### config.mk
export PLATFORM = sky130hd
export DESIGN_NAME = io_frontend
export DESIGN_NICKNAME = d
export VERILOG_FILES = /design/src/rtl/io_frontend.sv
export SDC_FILE = /design/constraint.sdc
export NUM_CORES = 1
export LEC_CHECK = 0
export CAP_MARGIN = 20
export CORE_MARGIN = 1.5
export CORE_UTILIZATION = 42
export DETAILED_ROUTE_END_ITERATION = 7
export PLACE_DENSITY = 0.78
export SLEW_MARGIN = 20
export SYNTH_ARGS = -nofsm -noshare
export SYNTH_HDL_FRONTEND = slang
export SYNTH_SLANG_ARGS = --single-unit
### constraint.sdc
create_clock -name clk -period 1.21 [get_ports clk]
set_clock_uncertainty 0.05 [all_clocks]
set_input_delay 0.242 -clock clk [delete_from_list [all_inputs] [get_ports clk]]
set_output_delay 0.242 -clock clk [all_outputs]
set_load 0.01 [all_outputs]
### src/rtl/io_frontend.sv
// io_frontend: synchronises the handshake button and switches, emits one io_handshake pulse per
// accepted press and snapshots the switches onto in_bus. Define PICO_IO_DEBOUNCE_EN for the debounce FSM.
module io_frontend #(
    parameter int N              = 8,
    parameter int DebounceCycles = 16
) (
    input  logic         clk,
    input  logic         reset,
    input  logic         btn_raw,
    input  logic [N-1:0] sw_raw,
    output logic [N-1:0] in_bus,
    output logic         io_handshake,
    output logic [7:0]   press_count
);

    if (DebounceCycles < 2) begin : g_bad_debounce
        $error("io_frontend: DebounceCycles must be at least 2");
    end

    logic         btn_p0;
    logic         btn_s;
    logic [N-1:0] sw_p0;
    logic [N-1:0] sw_s;
    logic         accept;

    // Stage p0 -> s: two-flop synchronisers, switches aligned with the button
    always_ff @(posedge clk or posedge reset) begin
        if (reset) begin
            btn_p0 <= 1'b0;
            btn_s  <= 1'b0;
            sw_p0  <= '0;
            sw_s   <= '0;
        end else begin
            btn_p0 <= btn_raw;
            btn_s  <= btn_p0;
            sw_p0  <= sw_raw;
            sw_s   <= sw_p0;
        end
    end

`ifdef PICO_IO_DEBOUNCE_EN
    localparam int            CW      = $clog2(DebounceCycles);
    localparam logic [CW-1:0] CntLast = CW'(DebounceCycles - 1);

    typedef enum logic [1:0] {IDLE, PRESS_WAIT, HELD, RELEASE_WAIT} state_t;

    state_t        state;
    state_t        state_next;
    logic [CW-1:0] cnt;
    logic [CW-1:0] cnt_next;

    always_ff @(posedge clk or posedge reset) begin
        if (reset) begin
            state <= IDLE;
            cnt   <= '0;
        end else begin
            state <= state_next;
            cnt   <= cnt_next;
        end
    end

    always_comb begin
        state_next = state;
        cnt_next   = cnt;
        accept     = 1'b0;
        case (state)
            IDLE: if (btn_s) state_next = PRESS_WAIT;
            PRESS_WAIT: begin
                if (!btn_s) begin
                    state_next = IDLE;
                end else if (cnt == CntLast) begin
                    state_next = HELD;
                    accept     = 1'b1;
                end else begin
                    cnt_next = cnt + CW'(1);
                end
            end
            HELD: if (!btn_s) state_next = RELEASE_WAIT;
            RELEASE_WAIT: begin
                if (btn_s) begin
                    state_next = HELD;
                end else if (cnt == CntLast) begin
                    state_next = IDLE;
                end else begin
                    cnt_next = cnt + CW'(1);
                end
            end
            default: state_next = IDLE;
        endcase
        // Every wait state starts its stability count from zero
        if (state_next != state) cnt_next = '0;
    end
`else
    typedef enum logic {IDLE, HELD} state_t;

    state_t state;
    state_t state_next;

    always_ff @(posedge clk or posedge reset) begin
        if (reset) begin
            state <= IDLE;
        end else begin
            state <= state_next;
        end
    end

    always_comb begin
        state_next = state;
        accept     = 1'b0;
        case (state)
            IDLE: begin
                if (btn_s) begin
                    state_next = HELD;
                    accept     = 1'b1;
                end
            end
            HELD: if (!btn_s) state_next = IDLE;
            default: state_next = IDLE;
        endcase
    end
`endif

    // Stage s -> out: pulse, snapshot and count all land on the accepting edge
    always_ff @(posedge clk or posedge reset) begin
        if (reset) begin
            in_bus       <= '0;
            io_handshake <= 1'b0;
            press_count  <= '0;
        end else begin
            io_handshake <= accept;
            if (accept) begin
                in_bus      <= sw_s;
                press_count <= press_count + 8'd1;
            end
        end
    end

endmodule

==> qor.yml, run 1 <==
status:
  status: "finished clean"
setup_path:
  crit_slowest_cell: "dfrtp_1"
  slowest_delay_ns: 0.42
  path_max_fanout: 5
  crit_chain: "nor2b_4, buf_6, mux2_2"
  crit_required_ns: 1.38
  arrival_ns: 1.37
  critical_path_class: "reg -> reg"
  cp-start-kind: "flip-flop"
  cp-end-kind: "flip-flop"
floorplanning:
  core_area_um2: 2540
  design.portCount: 28
  fp.dieW_um: 55.5
  start_util_pct: 45.5
  fp-row-count: 18
  die_height_um: 55.5
  die_area_um2: 3080
worst_hold_path:
  hold_path_class: "in -> async"
timing:
  fin_crit_ns: 1.20
  rsz0062_at_grt: "yes"
  setup_viol: 0
  tightest_slew_ns: 0.183
  max_freq_ghz: 0.833
  min_period_over_period_pct: 99.2
  max-slew-margin-rel_pct: 87.8
  finalHoldViolCount: 0
  setup_tns_ns: 0
  report.final.slew_viol_count: 0
  setup_ws_ns: 0.00957
detailed_routing:
  dr.pass1.iters: 3
  ant_nets: 0
  drc: 0
  totalWireLength_um: 1850
  avgRoutedWirePerCell_um: 12.9
  vias: 665
  drtIter0Drc: 2
  vias_per_cell: 4.65
grt:
  grtUsageTotal_pct: 13.7
  grt_util_met1_pct: 14.8
  gr-total-overflow: 0
  grt.met3_usage_pct: 5.85
  grt_max_degree: 37
  top_usage_layer: "met2"
  grt_pass1_vias: 722
  use_met2_pct: 22.6
  grt_pass1_wl_um: 3130
  antenna_found_initial: 0
yosys:
  synth_compound_area_share_pct: 0
  synthMuxAreaShare_pct: 8.75
  syn_nets: 76
  yosys_register_bits: 36
  netlist_area_um2: 1160
  yosysWarnings: 0
  synth-adder-area-share_pct: 1.08
  ys_types: 12
  ys_seq_area_share_pct: 77.8
  syn_area_per_cell_um2: 18.1
  synthCells: 64
  synth_top_family_by_area: "multiplexers"
  synth_xor_area_share_pct: 5.29
  synthSimpleGateAreaFrac_pct: 5.51
cells_and_area:
  mostFrequentLayoutCell: "dfrtp_1"
  drive_gt1_share_pct: 44.2
  syn_to_final_growth_pct: 38.1
  num-nets-final: 124
  layout_common_cells: "dfrtp_1, buf_2, buf_4"
  fillCellCount: 211
  stdcell_count: 143
  diodes: 0
power:
  p_total_mw: 2.88
  leakagePower_nw: 0.775
  ir_worst_vdd_v: 0.00101
  powerDensity_nw_per_um2: 1800
clocking:
  clock_sinks: 36
  clkTransAtPathRegs_ns: 0.10
  cts_buffers: 5
  tritoncts: "yes"
  holdBufCountCts: 0
  cts_root_buf: "clkbuf_4"
  clock_latency_ns: 0.32
  cts_max_level: 2
  clock_path_buffers: 2
placement:
  place_congestion: 0.708
  dpl_worst_slack_ns: -0.0228
  dpl.cell_count: 130
  numPortBuffers: 27
  dp_hpwl_um: 1260
job:
  maxCapViolCount: 0
cell type report:
cell class / instances / area, um^2 / share of cell area (%)
multi-input combinational: 26 / 282 / 17.6
clock buffer: 8 / 58.8 / 3.67
inverter: 1 / 3.75 / 0.235
sequential: 36 / 901 / 56.3
tap: 30 / 37.5 / 2.35
timing repair buffer: 42 / 318 / 19.9
synth_stat cells:
master | number | area (um^2)
and3_1 | 1 | 6.26
and4b_2 | 1 | 11.3
buf_8 | 1 | 15.0
dfrtp_1 | 36 | 901
ha_1 | 1 | 12.5
inv_1 | 1 | 3.75
mux2_2 | 9 | 101
nand2_1 | 2 | 7.51
nand4_1 | 4 | 25.0
nor2b_4 | 1 | 13.8
xnor2_1 | 6 | 52.6
xor2_1 | 1 | 8.76
flip-flops by register name, indices dropped and copies added (netlist names):
name          count
state             1
btn_p0            1
in_bus            8
io_handshake      1
sw_s              8
btn_s             1
press_count       8
sw_p0             8
cells by family after synthesis:
logic type	Yosys count
DFF	36
and+or+nand+nor	9
muxes	9
adders and majority gates	1
xor gates and xnor gates	7
buffers and inverters	2
stage by stage:
| step | area, um^2 | util (%) | hold slack, ns |
|---|---|---|---|
| floorplan | 1160 | - | 0.223 |
| finish | 1600 | 62.9 | 0.202 |
| CTS | 1560 | 61.3 | 0.198 |
| global placement | 1540 | 60.5 | 0.282 |
| global route | 1600 | 62.9 | 0.206 |
| detailed placement | 1540 | 60.5 | 0.289 |
per-layer routing:
metal / part of all wire, % / routed length (um) / up-vias
met3: 6.8 / 126 / 4
met4: 2.3 / 43 / 0
met2: 50 / 922 / 21
met1: 41 / 758 / 329
li1: - / - / 311
met5: 0 / 0 / -
path summary, 6_finish.rpt:
path | to | depth (start not counted) | slack, ns | from
max in group asynchronous | press_count[1] | 3 | 0.73 | reset
min | sw_p0[3] | 3 | 0.20 | reset
min in group clk | sw_p0[1] | 1 | 0.30 | sw_raw[1]
min reg2reg | sw_s[4] | 0 | 0.31 | sw_p0[4]
max reg2reg | in_bus[3] | 3 | 0.01 | state
max | in_bus[3] | 3 | 0.01 | state
what timing repair did:
| item | in CTS | in global routing |
|---|---|---|
| pin swaps | 0 | 3 |
| setup buffers | 4 | 1 |
| setup endpoints to repair | 17 | 12 |
| endpoints found under the hold margin | 0 | 0 |
| cloned | 0 | 0 |
| resized for setup | 70 | 9 |
critical path: cells and delay by family (launching register included):
kind / cells / cell delay, ns
buffers and inverters: 1 / 0.14
muxes: 1 / 0.32
DFF: 1 / 0.42
and+or+nand+nor: 1 / 0.15
where the power goes:
part / internal, mW / switching (mW)
Sequential: 1.37 / 0.0839
Combinational: 0.456 / 0.339
Clock: 0.287 / 0.345
Note: power is estimated with default switching activity, not from simulation.
==> run 2: changes to the inputs <==
--- a/config.mk
+++ b/config.mk
@@ -7,9 +7,9 @@
 export LEC_CHECK = 0
 export CAP_MARGIN = 20
 export CORE_MARGIN = 1.5
-export CORE_UTILIZATION = 42
+export CORE_UTILIZATION = 40
 export DETAILED_ROUTE_END_ITERATION = 7
-export PLACE_DENSITY = 0.78
+export PLACE_DENSITY = 0.75
 export SLEW_MARGIN = 20
 export SYNTH_ARGS = -nofsm -noshare
 export SYNTH_HDL_FRONTEND = slang
==> run 2 against run 1 <==
Effect of this change: fmax increased by 0.60%; hold slack barely moved; critical path depth down 2; combinational power grew 14%; utilization down 3.8 points; sequential power about the same; first-iteration DRC count grew to 6.5 times the previous value; count of clock-buffer cells in the layout is 2 lower; via count rose by 3.6%; critical endpoint is now press_count[1].
==> qor.yml, run 2 (synthesized netlist as in run 1, its figures left out) <==
placement:
  dp_hpwl_um: 1240  # -1.4%
  numPortBuffers: 27  # unchanged
  dpl_worst_slack_ns: -0.0322  # -0.00939 ns
  dpl.cell_count: 130  # unchanged
  place_congestion: 0.737  # +4.1%
cells_and_area:
  seq_area_um2: 901  # unchanged
  syn_to_final_growth_pct: 40.6
  mostFrequentLayoutCell: "dfrtp_1"
  multiInputGateArea_um2: 251  # -11%
  num-nets-final: 127  # +2.4%
  stdcell_count: 147  # +2.8%
  drive_gt1_share_pct: 46.6  # +2.3 points
  layout_common_cells: "dfrtp_1, buf_2, buf_4"
  fillCellCount: 235  # +11%
  utilization_pct: 59.1  # -3.8 points
  diodes: 0  # unchanged
clocking:
  clkTransAtPathRegs_ns: 0.11  # about the same
  cts_buffers: 5  # unchanged
  cts_max_level: 2  # unchanged
  tritoncts: "yes"
  clock_sinks: 36  # unchanged
  holdBufCountCts: 0  # unchanged
  clock_latency_ns: 0.33  # about the same
  cts_root_buf: "clkbuf_4"
  clock_path_buffers: 2  # unchanged
setup_path:
  path_max_fanout: 2  # -3
  cp_num_buf_inv: 1  # unchanged
  slowest_delay_ns: 0.42  # about the same
  critPathTopFamily: "flip-flops"
  arrival_ns: 0.90  # -0.47 ns
  crit_chain: "buf_2"
  crit_slowest_cell: "dfrtp_1"
  critical_path_class: "reg -> out"
  cp-end-kind: "output port"
  cp-start-kind: "flip-flop"
  crit_required_ns: 0.92  # -0.46 ns
grt:
  grt_pass1_vias: 728  # +0.83%
  antenna_found_initial: 0  # unchanged
  grt_max_degree: 37  # unchanged
  gr-total-overflow: 0  # unchanged
  grt_pass1_wl_um: 3260  # +4.4%
  grtUsageTotal_pct: 14.1  # +0.41 points
power:
  power.share.clock_pct: 25.6  # +3.6 points
  ir_worst_vdd_v: 0.00135  # +34%
  seq_power_share_pct: 45.9  # -4.5 points
  internal_power_mw: 2.33  # +11%
  powerDensity_nw_per_um2: 1950  # +8.4%
  combPwrFrac_pct: 28.5  # +0.9 points
  power.switching_mw: 0.842  # +9.6%
  leakagePower_nw: 0.775  # about the same
  swShare_pct: 26.5  # -0.18 points
  p_total_mw: 3.17  # +10%
timing:
  tightest_slew_ns: 0.184  # +0.000892 ns
  setup_ws_ns: 0.0167  # +0.00710 ns
  max-slew-margin-rel_pct: 87.7  # about the same
  min_period_over_period_pct: 98.6  # -0.59 points
  holdWs_ns: 0.203  # +0.000397 ns
  fin_crit_ns: 1.19  # -0.00710 ns
  max_freq_ghz: 0.838  # +0.60%
  setup_viol: 0  # unchanged
  report.final.slew_viol_count: 0  # unchanged
  rsz0062_at_grt: "yes"
  finalHoldViolCount: 0  # unchanged
worst_hold_path:
  hold_path_class: "in -> async"
floorplanning:
  die_height_um: 56.8  # +2.3%
  fp.dieW_um: 56.8  # +2.3%
  design.portCount: 28  # unchanged
  fp-row-count: 19  # +1
  start_util_pct: 42.0  # -3.5 points
  die_area_um2: 3230  # +4.7%
  core_area_um2: 2760  # +8.4%
detailed_routing:
  drc: 0  # unchanged
  ant_nets: 0  # unchanged
  dr.pass1.iters: 4  # +1
  drtIter0Drc: 13  # +11
  totalWireLength_um: 1970  # +6.5%
  avgRoutedWirePerCell_um: 13.4  # +3.6%
  vias_per_cell: 4.69  # +0.79%
  vias: 689  # +3.6%
job:
  maxCapViolCount: 0  # unchanged
status:
  status: "finished clean"
-- run 2: changes by cell type in the layout (fill, tap and decap cells not counted) --
cell	delta
clkbuf_8	-1
mux2_4	-8
clkinv_2	+1
bufinv_16	+1
buf_6	+4
buf_2	-1
clkbuf_1	-1
mux2_2	+8
-- run 2: per-layer routing --
layer	part of all wire [%]	up-vias	routed length, um	global-route usage (%)
li1	-	315	-	-
met1	40	341	779	16.0
met2	50	26	989	21.8
met3	7.8	7	153	7.14
met4	2.4	0	48	7.31
met5	0	-	0	0
-- run 2: path summary, 6_finish.rpt --
| kind | start | depth (start not counted) | endpoint | slack [ns] |
|---|---|---|---|---|
| max | press_count[1] | 1 | press_count[1] | 0.02 |
| min | reset | 3 | btn_p0 | 0.20 |
| max reg2reg | state | 3 | in_bus[4] | 0.02 |
| min reg2reg | sw_p0[6] | 0 | sw_s[6] | 0.29 |
| max in group asynchronous | reset | 3 | in_bus[5] | 0.73 |
| min in group clk | btn_raw | 1 | btn_p0 | 0.28 |
-- run 2: final cells by class --
class | instances | share of cell area, %
Clock buffer | 6 | 2.53
Tap cell | 31 | 2.38
Multi-Input combinational cell | 26 | 15.4
Clock inverter | 2 | 2.15
Sequential cell | 36 | 55.3
Timing Repair Buffer | 45 | 22.0
Inverter | 1 | 0.230
-- run 2: through the flow --
stage / setup TNS (ns) / instance area (um^2)
after CTS: -0.00553 / 1580
final: 0 / 1630
after detailed placement: -0.0355 / 1530
after global placement: -0.00216 / 1530
after global routing: -0.215 / 1630
after floorplan: 0 / 1160
-- run 2: repair_timing --
item	CTS	global route
gates resized for setup	69	6
buffers inserted	7	2
pin swaps	0	4
endpoints found under the setup margin	17	18
-- run 2: power by group through the flow --
stage                     Combinational, mW  Sequential [mW]  Clock (mW)
after global placement                0.736             1.49           0
final                                 0.906             1.46       0.811
after CTS                             0.776             1.45       0.832
after global routing                  0.970             1.48       0.886
after floorplan                       0.192             1.58           0
after detailed placement              0.746             1.50           0
